[src/rtl/dii_pkg.sv]
// Shared types for the dii packet path: packetizer FSM states
// and header word positions within a packet.
package dii_pkg;

  typedef enum logic [2:0] {
    S_IDLE,
    S_DEST,
    S_SRC,
    S_TYPE,
    S_PAYLOAD
  } dii_state_e;

  localparam int HDR_DEST = 0;
  localparam int HDR_SRC  = 1;
  localparam int HDR_TYPE = 2;

  function automatic logic [15:0] hdr_word(
    input int          idx,
    input logic [15:0] dest,
    input logic [9:0]  id,
    input logic [15:0] typ
  );
    logic [15:0] w;
    w = typ;
    if (idx == HDR_DEST)
      w = dest;
    else if (idx == HDR_SRC)
      w = {6'b0, id};
    return w;
  endfunction

endpackage

[src/rtl/dii_channel.sv]
// One dii link: 16-bit flit with last marker, valid/ready handshake.
interface dii_channel;

  logic [15:0] data;
  logic        last;
  logic        valid;
  logic        ready;

  modport master (
    output data,
    output last,
    output valid,
    input  ready
  );

  modport slave (
    input  data,
    input  last,
    input  valid,
    output ready
  );

endinterface

[src/rtl/dii_packetizer.sv]
// Builds DEST/SRC/TYPE header plus payload flits from a request
// and a payload stream; output flit is held in a register.
module dii_packetizer
  import dii_pkg::*;
#(
  parameter int MAX_LEN = 8
) (
  input  logic        clk,
  input  logic        rst,
  input  logic [9:0]  id,
  input  logic        req_valid,
  output logic        req_ready,
  input  logic [15:0] req_dest,
  input  logic [15:0] req_type,
  input  logic [3:0]  req_len,
  input  logic [15:0] pl_data,
  input  logic        pl_valid,
  output logic        pl_ready,
  dii_channel.master  out,
  output logic        err_len
);

  localparam logic [3:0] MAXL = 4'(MAX_LEN);

  dii_state_e  state_q, state_d;
  logic [15:0] type_q, type_d;
  logic [3:0]  rem_q, rem_d;
  logic [15:0] data_q, data_d;
  logic        last_q, last_d;
  logic        valid_q, valid_d;
  logic        err_q, err_d;
  logic        alive_q;
  logic        hs;
  logic        pl_take;

  always_ff @(posedge clk or negedge rst) begin
    if (!rst) begin
      state_q <= S_IDLE;
      type_q  <= '0;
      rem_q   <= '0;
      data_q  <= '0;
      last_q  <= 1'b0;
      valid_q <= 1'b0;
      err_q   <= 1'b0;
      alive_q <= 1'b0;
    end else begin
      state_q <= state_d;
      type_q  <= type_d;
      rem_q   <= rem_d;
      data_q  <= data_d;
      last_q  <= last_d;
      valid_q <= valid_d;
      err_q   <= err_d;
      alive_q <= 1'b1;
    end
  end

  // PAYLOAD is entered while TYPE is still on the wire so the
  // first payload word can follow it without a bubble.
  always_comb begin
    state_d   = state_q;
    type_d    = type_q;
    rem_d     = rem_q;
    data_d    = data_q;
    last_d    = last_q;
    valid_d   = valid_q;
    err_d     = 1'b0;
    hs        = valid_q && out.ready;
    req_ready = alive_q && (state_q == S_IDLE);
    pl_ready  = (state_q == S_PAYLOAD) && (rem_q != 4'd0)
                && (!valid_q || out.ready);
    pl_take   = pl_valid && pl_ready;
    unique case (state_q)
      S_IDLE: begin
        if (req_valid && req_ready) begin
          if (req_len > MAXL) begin
            err_d = 1'b1;
          end else begin
            type_d  = req_type;
            rem_d   = req_len;
            data_d  = hdr_word(HDR_DEST, req_dest, id, req_type);
            last_d  = 1'b0;
            valid_d = 1'b1;
            state_d = S_DEST;
          end
        end
      end
      S_DEST: begin
        if (hs) begin
          data_d  = hdr_word(HDR_SRC, 16'h0, id, type_q);
          state_d = S_SRC;
        end
      end
      S_SRC: begin
        if (hs) begin
          data_d  = hdr_word(HDR_TYPE, 16'h0, id, type_q);
          last_d  = (rem_q == 4'd0);
          state_d = (rem_q == 4'd0) ? S_TYPE : S_PAYLOAD;
        end
      end
      S_TYPE: begin
        if (hs) begin
          valid_d = 1'b0;
          last_d  = 1'b0;
          state_d = S_IDLE;
        end
      end
      S_PAYLOAD: begin
        if (pl_take) begin
          data_d  = pl_data;
          last_d  = (rem_q == 4'd1);
          rem_d   = rem_q - 4'd1;
          valid_d = 1'b1;
        end else if (hs) begin
          valid_d = 1'b0;
          last_d  = 1'b0;
          if (rem_q == 4'd0)
            state_d = S_IDLE;
        end
      end
      default: state_d = S_IDLE;
    endcase
  end

  assign out.data  = data_q;
  assign out.last  = last_q;
  assign out.valid = valid_q;
  assign err_len   = err_q;

endmodule

[src/flat_wrapper.sv]
// flat-port wrapper written by rule: the top's interface ports become plain ports
module dii_packetizer_flat import dii_pkg::*;
#(
  parameter int MAX_LEN = 8
)
  (clk, rst, id, req_valid, req_ready, req_dest, req_type, req_len, pl_data, pl_valid, pl_ready, err_len, out_data, out_last, out_valid, out_ready);
  dii_channel out_i ();
  input  logic clk;
  input  logic rst;
  input  logic [9:0] id;
  input  logic req_valid;
  output logic req_ready;
  input  logic [15:0] req_dest;
  input  logic [15:0] req_type;
  input  logic [3:0] req_len;
  input  logic [15:0] pl_data;
  input  logic pl_valid;
  output logic pl_ready;
  output logic err_len;
  output wire logic [$bits(out_i.data)-1:0] out_data;
  output wire logic [$bits(out_i.last)-1:0] out_last;
  output wire logic [$bits(out_i.valid)-1:0] out_valid;
  input wire logic [$bits(out_i.ready)-1:0] out_ready;
  assign out_data = out_i.data;
  assign out_last = out_i.last;
  assign out_valid = out_i.valid;
  assign out_i.ready = out_ready;
  dii_packetizer #(.MAX_LEN(MAX_LEN)) u_core (.clk(clk), .rst(rst), .id(id), .req_valid(req_valid), .req_ready(req_ready), .req_dest(req_dest), .req_type(req_type), .req_len(req_len), .pl_data(pl_data), .pl_valid(pl_valid), .pl_ready(pl_ready), .out(out_i), .err_len(err_len));
endmodule
[config.mk]
export PLATFORM = sky130hd
export DESIGN_NAME = dii_packetizer_flat
export DESIGN_NICKNAME = d
export VERILOG_FILES = /design/src/rtl/dii_pkg.sv /design/src/rtl/dii_channel.sv /design/src/rtl/dii_packetizer.sv /design/src/flat_wrapper.sv
export SDC_FILE = /design/constraint.sdc
export NUM_CORES = 1
export LEC_CHECK = 0
export CAP_MARGIN = 20
export CORE_ASPECT_RATIO = 0.8
export CORE_UTILIZATION = 45
export CTS_CLUSTER_SIZE = 16
export DETAILED_ROUTE_END_ITERATION = 16
export PLACE_DENSITY_LB_ADDON = 0.3
export SYNTH_ARGS = -nofsm -noshare
export SYNTH_HDL_FRONTEND = slang
export SYNTH_SLANG_ARGS = --single-unit
[constraint.sdc]
create_clock -name clk -period 2.5 [get_ports clk]
set_input_delay 0.25 -clock clk [delete_from_list [all_inputs] [get_ports clk]]
set_output_delay 0.25 -clock clk [all_outputs]
set_load 0.005 [all_outputs]
Yosys cells after proc, flatten, opt, wreduce, memory -nomap -nowiden
Index checks and enable logic that the tools add are counted.
Storage, ports and cells
  register bits after elaboration: 43
  output and inout bits: 21
  bits of input ports: 67
  word-level logic and storage cells: 80
Operators by class
  eq/ne operators: 14
  add/subtract/negate cells: 1
  reduce and logical (&&, ||, !) cells: 21
  muxes and demuxes: 34
  order comparisons: 1
  bitwise logic cells: 1
Operator list (number)
  two-way mux 16 bit: 5
  one-hot mux 16 bit (4 select lines): 1
  two-way mux 3 bit: 9
  one-hot mux 3 bit (5 select lines): 1
  two-way mux 1 bit: 12
  two-way mux 4 bit: 3
  nonzero test 4 bit: 3
  != test 2 x 1 -> 1 bit, second input constant: 5
  != test 2 bit, second input constant: 4
  one-hot mux 4 bit (2 select lines): 1
  AND reduction 4 bit: 2
  AND reduction 8 bit: 1
  equality test 3 x 2 -> 1 bit, second input constant: 2
  logical AND 1 bit: 6
  AND reduction 3 bit: 2
  AND reduction 6 bit: 1
  equality test 4 x 1 -> 1 bit, second input constant: 1
  > comparator 4 bit, second input constant: 1
  logical NOT 4 bit: 1
  one-hot mux 1 bit (4 select lines): 1
  subtractor 4 x 1 -> 4 bit, second input constant: 1
  equality test 3 x 1 -> 1 bit, second input constant: 1
  equality test 3 bit, second input constant: 1
  logical NOT 3 bit: 1
  other kinds (6): 6

Depth between registers and ports, before layout
Gate-level depths: netlist of the first run.
  depth after elaboration: 6
  mapped depth: 8

Least setup slack after synthesis of the first run
Ideal clock, no wire load.
  path type: reg-to-reg
  start point: reg u_core.rem_q[0]
  end point: reg u_core.data_q[0], in the netlist u_core.out.data[0]
  library setup time: 0.125 ns
  arrival: 1.805 ns
  setup slack: 0.570 ns
  buffers on the path: 2
  required time: 2.375 ns
  stages on the path, launching flop included: 9
  cells stage by stage: dfrtp_1 -> inv_1 -> ha_1 -> or3b_1 -> buf_6 -> nand4_4 -> nand3_4 -> buf_6 -> mux2_4
Between the ends
  longest elaborated chain between the ends: 6
Ends and longest elaborated chain
  from (decl): line dii_packetizer.sv:27  | logic [3:0] rem_q, rem_d;
  from (signal assigned): line dii_packetizer.sv:49  | rem_q <= rem_d;
  nonzero test 4 bit: line dii_packetizer.sv:70  | pl_ready = (state_q == S_PAYLOAD) && (rem_q != 4'd0)
  logical AND 1 bit: line dii_packetizer.sv:70
  logical AND 1 bit: line dii_packetizer.sv:71  | && (!valid_q || out.ready);
  logical AND 1 bit: line dii_packetizer.sv:72  | pl_take = pl_valid && pl_ready;
  != test 2 x 1 -> 1 bit (no line)
  AND reduction 6 bit (no line)
  to (signal assigned): line dii_packetizer.sv:50  | data_q <= data_d;
  to (decl): line dii_packetizer.sv:28  | logic [15:0] data_q, data_d;
Every way passes these cells.
A chain may end at the register's enable or synchronous reset.

Final worst setup path of the first run
  start point: reg u_core.rem_q[1]
  end point: out pl_ready
Between the ends
  longest elaborated chain between the ends: 3
Ends and longest elaborated chain
  nonzero test 4 bit: line dii_packetizer.sv:70
  logical AND 1 bit: line dii_packetizer.sv:70
  logical AND 1 bit: line dii_packetizer.sv:71
  to (decl): line flat_wrapper.sv:18  | output logic pl_ready;
Every way passes these cells.

==> impl_metrics.tcl, run 1 <==
set metrics [dict create \
    status "complete, no violations" \
    comb_power_share 0.517 \
    netlist_area_um2 2530 \
    holdWs_ps 372 \
    clk_latency_ps 310 \
    grtUsageTotal 0.228 \
    fp.coreArea_um2 5440 \
    cp.arrival_ps 2090 \
    clk_pin_slew_ps 90 \
    yosysTopAreaCell "dfrtp_1" \
    worst-slew-pin-transition_ps 522 \
    synth.distinct_cells 48 \
    required_ps 2250 \
    cp-end-kind "output port" \
    place_area_um2 3480 \
    cp-endpoint "pl_ready" \
    die_area_um2 5920 \
    yosysTopAreaCellShare 0.426 \
    critPathKind "flip-flop to output port" \
    rrSetupSlack_ps 340 \
    p_int_mw 2.56 \
    grt_pass1_wl_um 10500 \
    nets 385 \
    cts_buffers 5 \
    instances_no_fill 395 \
    p_clk_frac 0.148 \
    powerDensity_nw_per_um2 1090 \
    finClkSkew_ps 4.88 \
    fin_crit_ps 2340 \
    crit_fanout 8 \
    cts_tree "yes" \
    top_usage_layer "met2" \
    dp_cells 385 \
    grt.overflow.total 0 \
    start_util 0.465 \
    maxCapViolations 0 \
    antenna_left 0 \
    ir_drop_v 0.000465 \
    synth_ff_type "dfrtp_1" \
    cts_buffer_depth 2 \
    rsz0062_at_grt "no" \
    met3_usage 0.0575 \
    die_w_um 85.8 \
    use_met1 0.331 \
    use_met2 0.335 \
    slowest_stage "or3b_4" \
    grt_pass1_vias 2074 \
    hold_class "input port to async pin" \
    synth_area_leaders "dfrtp_1, mux2_1, mux2_4" \
    synth-edff-count 0 \
    drc 0 \
    utilization 0.669 \
    fmax_mhz 427 \
    drt-total-wl_um 6410 \
    power.share.sequential 0.335 \
    setup_tns_ps 0 \
    synth.avg_cell_area_um2 11.0 \
    drt_iter0_drc 125 \
    ff2ff_path_depth 5 \
    antenna_found_initial 0 \
    ios 88 \
    avgViaCountPerCell 5.45 \
    drive_gt1_frac 0.142 \
    hpwl_um 4630 \
    dr_total_vias 2153 \
    areaGrowthSynthToFinish_pct 43.8 \
    rr_endpoint "u_core.out.data[7]" \
    placementRows 24 \
    antenna_cells 0 \
    p_sw_frac 0.356 \
    p_leak_nw 1.45 \
    grt_max_degree 44 \
    first_pass_iters 6 \
    htree_levels 2 \
    yosysWarnings 0 \
    startpoint "u_core.rem_q[1]" \
    netlist_instances 229 \
    hold_viol 0 \
    critPathLaunchType "flip-flop" \
    fillers 426 \
    switching_power_mw 1.41 \
    cts_sinks 43 \
    routedWlPerCell_um 16.2 \
    ys_seq_area_frac 0.426 \
    final_cell_area_um2 3640 \
    synth-seq-cells 43 \
    synthArstFlopShare 1.00 \
    reg2reg_from "u_core.state_q[2]" \
    cp_cell_sequence "inv_1 > ha_1 > or3b_4 > and3_1 > clkdlybuf4s50_1" \
    setup_violations 0 \
    crit_path_max_incr_delay_ps 440 \
    drv_slew 0 \
    chipHeight_um 69.0 \
    routabilityCongestion 0.934 \
    cts_root_buf "clkbuf_8" \
    io_buffer_count 87 \
    synth_fp_nets 298 \
    maxSlewHeadroom 0.652 \
    period_share 0.938 \
]
final cells by class:
class | count | area [um2] | area share
Clock buffer | 6 | 82.6 | 0.0227
Sequential cell | 43 | 1080 | 0.296
Multi-Input combinational cell | 163 | 1350 | 0.371
Clock inverter | 2 | 35.0 | 0.00964
Timing Repair Buffer | 98 | 976 | 0.268
Inverter | 5 | 18.8 | 0.00516
Tap cell | 78 | 97.6 | 0.0268
layout by cell type (no fill, tap or decap), types with 8 or more instances in the layout:
cell | synthesis | layout
dfrtp_1 | 43 | 43
o21ai_0 | 9 | 9
mux2_4 | 10 | 10
nor2_1 | 9 | 9
clkdlybuf4s50_1 | 0 | 86
a21oi_1 | 20 | 20
a221o_1 | 11 | 11
buf_4 | 1 | 8
mux2_1 | 16 | 16
nand3b_1 | 20 | 20
layer usage:
metal  part of all wire  up-vias  wire length [um]
met4              0.012        0                78
met2               0.45       70              2910
li1                   -     1044                 -
met3              0.053        6               337
met5                  0        -                 0
met1               0.48     1033              3080
how the worst min path moves through the flow:
| stage | from | endpoint | slack [ps] | depth (start not counted) |
|---|---|---|---|---|
| 2_1_floorplan | rst | u_core.alive_q | -50 | 0 |
| 3_3_place_gp | rst | u_core.type_q[12] | 450 | 1 |
| 3_5_place_dp | rst | u_core.type_q[12] | 460 | 1 |
| 4_1_cts | rst | u_core.state_q[2] | 120 | 1 |
| 5_1_grt | rst | u_core.type_q[12] | 410 | 2 |
| 6_report | rst | u_core.out.data[12] | 370 | 2 |
synth_stat cells, types with 3 or more instances:
cell type / instances
o21ai_0: 9
a2bb2oi_1: 3
mux2_4: 10
dfrtp_1: 43
buf_2: 5
nand3_1: 4
mux2_2: 6
a21oi_1: 20
o2bb2ai_1: 6
o22ai_1: 6
a221o_1: 11
nand3b_1: 20
buf_1: 3
nand2b_1: 3
mux2_1: 16
nand2_1: 6
clkbuf_1: 7
inv_1: 4
nor2_1: 9
sequential cells by signal, indices dropped and copies added (netlist names):
register,count
u_core.state_q,3
u_core.type_q,16
u_core.rem_q,4
u_core.out.last,1
u_core.out.data,16
u_core.out.valid,1
u_core.err_len,1
u_core.alive_q,1
stage by stage:
step / total power, mW / worst slack (ps)
2_1_floorplan: 2.61 / 570
3_3_place_gp: 3.30 / 401
3_5_place_dp: 3.38 / 341
4_1_cts: 3.96 / 65.0
5_1_grt: 4.24 / 92.7
6_report: 3.97 / 156
critical path: cells and delay by family, from the launching register on:
family	cells	cell delay, ps
adder cells (fa/ha/maj)	1	190
flip-flops	1	390
buffers and inverters	2	550
AND/OR/NAND/NOR	2	650
timing repair:
action                                 in CTS  in global routing
gates resized for setup                     0                  2
setup endpoints to repair                   0                  1
setup buffers                               0                  0
hold buffers                                0                  1
endpoints found under the hold margin       0                 13
kinds of logic after synthesis:
kind of cell	share of synthesized area
simple gates	0.158
flops	0.426
xor+xnor	0.00643
buf+inv	0.0440
other cells	0.00148
fa+ha+maj	0.00989
compound gates	0.193
mux	0.161
power by group through the flow:
stage | Sequential (mW) | Combinational, mW | Clock, mW
2_1_floorplan | 1.22 | 1.38 | 0
5_1_grt | 1.38 | 2.24 | 0.624
3_5_place_dp | 1.33 | 2.05 | 0
4_1_cts | 1.32 | 2.06 | 0.588
3_3_place_gp | 1.31 | 1.99 | 0
6_report | 1.33 | 2.05 | 0.587
Power figures use the tool's default switching activity.
==> run 2, diff against run 1 <==
--- a/config.mk
+++ b/config.mk
@@ -10,7 +10,7 @@
 export CORE_UTILIZATION = 45
 export CTS_CLUSTER_SIZE = 16
 export DETAILED_ROUTE_END_ITERATION = 16
-export PLACE_DENSITY_LB_ADDON = 0.3
+export PLACE_DENSITY = 0.85
 export SYNTH_ARGS = -nofsm -noshare
 export SYNTH_HDL_FRONTEND = slang
 export SYNTH_SLANG_ARGS = --single-unit
==> impl_metrics.tcl, run 2 (synthesized netlist as in run 1, its figures left out) <==
set metrics [dict create \
    status "complete, no violations" \
    clk_pin_slew_ps 80 \
    cts_sinks 43 \
    antenna_left 0 \
    ios 88 \
    p_leak_nw 1.44 \
    maxSlewHeadroom 0.611 \
    routedWlPerCell_um 16.9 \
    hold_class "input port to async pin" \
    drc 0 \
    ir_drop_v 0.000443 \
    placementRows 24 \
    rsz0062_at_grt "no" \
    antenna_cells 0 \
    routabilityCongestion 0.898 \
    setup_violations 0 \
    critPathKind "flip-flop to output port" \
    antenna_found_initial 0 \
    dp_cells 386 \
    layout_common_cells "clkdlybuf4s50_1, dfrtp_1, nand3b_1, a21oi_1, mux2_1" \
    grt_pass1_wl_um 10700 \
    cts_buffers 5 \
    cts_tree "yes" \
    rrSetupSlack_ps 400 \
    place_area_um2 3470 \
    maxCapViolations 0 \
    final_cell_area_um2 3590 \
    period_share 0.935 \
    worst-slew-pin-transition_ps 583 \
    critPathLaunchType "flip-flop" \
    fin_crit_ps 2340 \
    first_pass_iters 4 \
    hpwl_um 4900 \
    grt.overflow.total 0 \
    drv_slew 0 \
    required_ps 2250 \
    io_buffer_count 87 \
    drt-total-wl_um 6670 \
    cts_buffer_depth 2 \
    cts_root_buf "clkbuf_8" \
    cp.arrival_ps 2090 \
    powerDensity_nw_per_um2 1060 \
    grt_max_degree 44 \
    nets 386 \
    htree_levels 2 \
    instances_no_fill 395 \
    finClkSkew_ps 8.30 \
    fillers 412 \
    utilization 0.661 \
    die_area_um2 5920 \
    fp.coreArea_um2 5440 \
    die_w_um 85.8 \
    cp-end-kind "output port" \
    setup_tns_ps 0 \
    grtUsageTotal 0.231 \
    avgViaCountPerCell 5.68 \
    drive_gt1_frac 0.142 \
    areaGrowthSynthToFinish_pct 42.2 \
    clk_latency_ps 290 \
    chipHeight_um 69.0 \
    crit_fanout 17 \
    dr_total_vias 2243 \
    drt_iter0_drc 137 \
    layout_commonest_cell "clkdlybuf4s50_1" \
    fmax_mhz 428 \
    grt_pass1_vias 2194 \
    start_util 0.465 \
    hold_viol 0 \
]
==> run 2: cell types whose count changed in the layout (fill, tap and decap cells not counted) <==
| cell | delta |
|---|---|
| buf_4 | +2 |
| bufinv_16 | -1 |
| nor3b_4 | -1 |
| nor3b_2 | +1 |
| buf_12 | -1 |
==> run 2: power by group <==
group	total (mW)	switching (mW)	internal [mW]
registers	1.32	0.288	1.03
logic	2.05	0.864	1.19
clock network	0.450	0.233	0.217
==> run 2: final timing paths <==
check | from | end | depth (start not counted)
worst max-delay path | u_core.state_q[1] | pl_ready | 3
worst min-delay path | rst | u_core.state_q[0] | 2
worst max register to register | u_core.rem_q[0] | u_core.out.data[3] | 6
worst min register to register | u_core.type_q[13] | u_core.type_q[13] | 1
max in group asynchronous | rst | u_core.type_q[4] | 3
min in group clk | u_core.type_q[13] | u_core.type_q[13] | 1
==> run 2: final cells by class <==
cell class	count	area (um2)	share of cell area
Sequential cell	43	1080	0.299
Multi-Input combinational cell	163	1340	0.374
Inverter	5	18.8	0.00522
Clock buffer	6	82.6	0.0230
Tap cell	78	97.6	0.0271
Clock inverter	1	5.00	0.00139
Timing Repair Buffer	99	971	0.270
==> run 2: metal layers <==
metal / wire length [um] / part of all wire / vias to the layer above / GRT usage
met4: 72 / 0.011 / 0 / 0.0630
met1: 3050 / 0.46 / 1099 / 0.319
met2: 3160 / 0.47 / 84 / 0.372
met3: 391 / 0.059 / 9 / 0.0455
li1: - / - / 1051 / -
met5: 0 / 0 / - / 0
==> run 2: metrics by stage <==
| step | hold slack (ps) | worst slack [ps] | total power, mW |
|---|---|---|---|
| 2_1_floorplan | -45.6 | 570 | 2.61 |
| 3_3_place_gp | 446 | 407 | 3.27 |
| 3_5_place_dp | 462 | 319 | 3.38 |
| 4_1_cts | 140 | 72.7 | 3.83 |
| 5_1_grt | 355 | 34.5 | 4.08 |
| 6_report | 343 | 162 | 3.82 |
==> run 2: worst max-delay path, stage by stage (launching register included) <==
cell	delay, ps
dfrtp_1	600
nor3b_2	470
and3_1	230
clkdlybuf4s50_1	490
==> run 2: repair_timing <==
item | 4_1_cts | 5_1_grt
buffers inserted | 0 | 0
endpoints found under the setup margin | 0 | 1
hold endpoints to repair | 0 | 8
hold buffers | 0 | 1
gates resized for setup | 0 | 1
==> run 3, diff against run 2 <==
--- a/config.mk
+++ b/config.mk
@@ -7,6 +7,7 @@
 export LEC_CHECK = 0
 export CAP_MARGIN = 20
 export CORE_ASPECT_RATIO = 0.8
+export CORE_MARGIN = 1
 export CORE_UTILIZATION = 45
 export CTS_CLUSTER_SIZE = 16
 export DETAILED_ROUTE_END_ITERATION = 16
==> constraint.sdc (replaced) <==
create_clock -name clk -period 2.5 [get_ports clk]
set_input_delay 0.25 -clock clk [delete_from_list [all_inputs] [get_ports clk]]
set_output_delay 0.25 -clock clk [all_outputs]
set_load 0.1 [all_outputs]
==> impl_metrics.tcl, run 3 (synthesized netlist as in run 1, its figures left out) <==
set metrics [dict create \
    status "complete, no violations" \
    grt.overflow.total 0 \
    cts_sinks 43 \
    met3_usage 0.0527 \
    clk_latency_ps 290 \
    io_buffer_count 87 \
    critPathLaunchType "flip-flop" \
    cts_buffers 5 \
    drt_iter0_drc 117 \
    use_met2 0.348 \
    die_area_um2 5920 \
    top_usage_layer "met2" \
    required_ps 2250 \
    cp-end-kind "output port" \
    layout_commonest_cell "clkdlybuf4s50_1" \
    cp.arrival_ps 1900 \
    powerDensity_nw_per_um2 1380 \
    grt_max_degree 44 \
    cts_root_buf "clkbuf_8" \
    drv_slew 0 \
    drive_gt1_frac 0.203 \
    worst-slew-pin-transition_ps 597 \
    maxSlewHeadroom 0.602 \
    dp_cells 385 \
    cts_buffer_depth 2 \
    crit_fanout 8 \
    nets 385 \
    use_met1 0.306 \
    htree_levels 2 \
    areaGrowthSynthToFinish_pct 40.7 \
    critPathKind "flip-flop to output port" \
    layout_common_cells "clkdlybuf4s50_1, dfrtp_1, buf_4, nand3b_1, a21oi_1" \
    grt_pass1_wl_um 10200 \
    cts_tree "yes" \
    rsz0062_at_grt "no" \
    chipHeight_um 69.0 \
    routedWlPerCell_um 16.1 \
    maxCapViolations 0 \
    antenna_left 0 \
    finClkSkew_ps 7.21 \
    clk_pin_slew_ps 80 \
    drc 0 \
    first_pass_iters 5 \
    hpwl_um 4690 \
    dr_total_vias 2199 \
    grt_pass1_vias 2082 \
    postCtsSetupRepairBufs 0 \
    drt-total-wl_um 6340 \
    avgViaCountPerCell 5.58 \
    period_share 0.859 \
    post_cts_resized 0 \
    ir_drop_v 0.000732 \
    hold_viol 0 \
    setup_tns_ps 0 \
    die_w_um 85.8 \
    postCtsHoldBufs 0 \
    fp.coreArea_um2 5440 \
    setup_violations 0 \
    fin_crit_ps 2150 \
    start_util 0.465 \
    instances_no_fill 394 \
    fmax_mhz 466 \
    routabilityCongestion 0.913 \
    grtUsageTotal 0.221 \
    antenna_found_initial 0 \
    placementRows 24 \
    antenna_cells 0 \
    hold_class "input port to async pin" \
    ios 88 \
    p_leak_nw 1.46 \
]
## run 3: changes by cell type in the layout (fill, tap and decap cells not counted), sizes merged
cell           before  now
clkdlybuf4s50      86   65
buf                12   32
## run 3: final timing paths
check / startpoint / to / slack [ps] / cells after the start
worst max register to register: u_core.rem_q[0] / u_core.out.data[2] / 360 / 6
worst min-delay path: rst / u_core.err_len / 310 / 2
worst max-delay path: u_core.rem_q[0] / pl_ready / 350 / 5
min in group clk: u_core.type_q[12] / u_core.type_q[12] / 500 / 1
worst min register to register: u_core.type_q[12] / u_core.type_q[12] / 500 / 1
max in group asynchronous: rst / u_core.out.data[5] / 1760 / 3
## run 3: cell type report
| type | count | area [um2] |
|---|---|---|
| clock inverter | 1 | 5.00 |
| clock buffer | 6 | 82.6 |
| timing repair buffer | 98 | 936 |
| inverter | 5 | 18.8 |
| fill | 442 | 1880 |
| tap | 78 | 97.6 |
| multi-input combinational | 163 | 1340 |
| sequential | 43 | 1080 |
## run 3: routing by layer
layer	up-vias	wire, um
met4	0	60
met1	1070	2950
li1	1043	-
met5	-	0
met2	77	2920
met3	9	403
## run 3: report_power, final
group	internal (mW)	switching [mW]	leakage, nW
clock	0.217	0.235	0.0470
combinational	1.14	1.99	0.897
sequential	1.03	0.296	0.518
## run 3: per-stage QoR
step	total power, mW	setup WS, ps	utilization	area, um2	hold WS [ps]
global route	5.16	223	0.654	3560	326
global placement	4.39	402	0.633	3440	447
detailed placement	4.47	349	0.633	3440	462
finish	4.91	353	0.654	3560	309
CTS	4.92	354	0.649	3530	144
floorplan	3.73	104	-	2530	-45.6
## run 3: critical path, cell delays in order, from the launching register on
cell	delay, ps
dfrtp_1	430
inv_1	80
ha_1	170
or3b_1	490
and3_1	270
buf_12	170
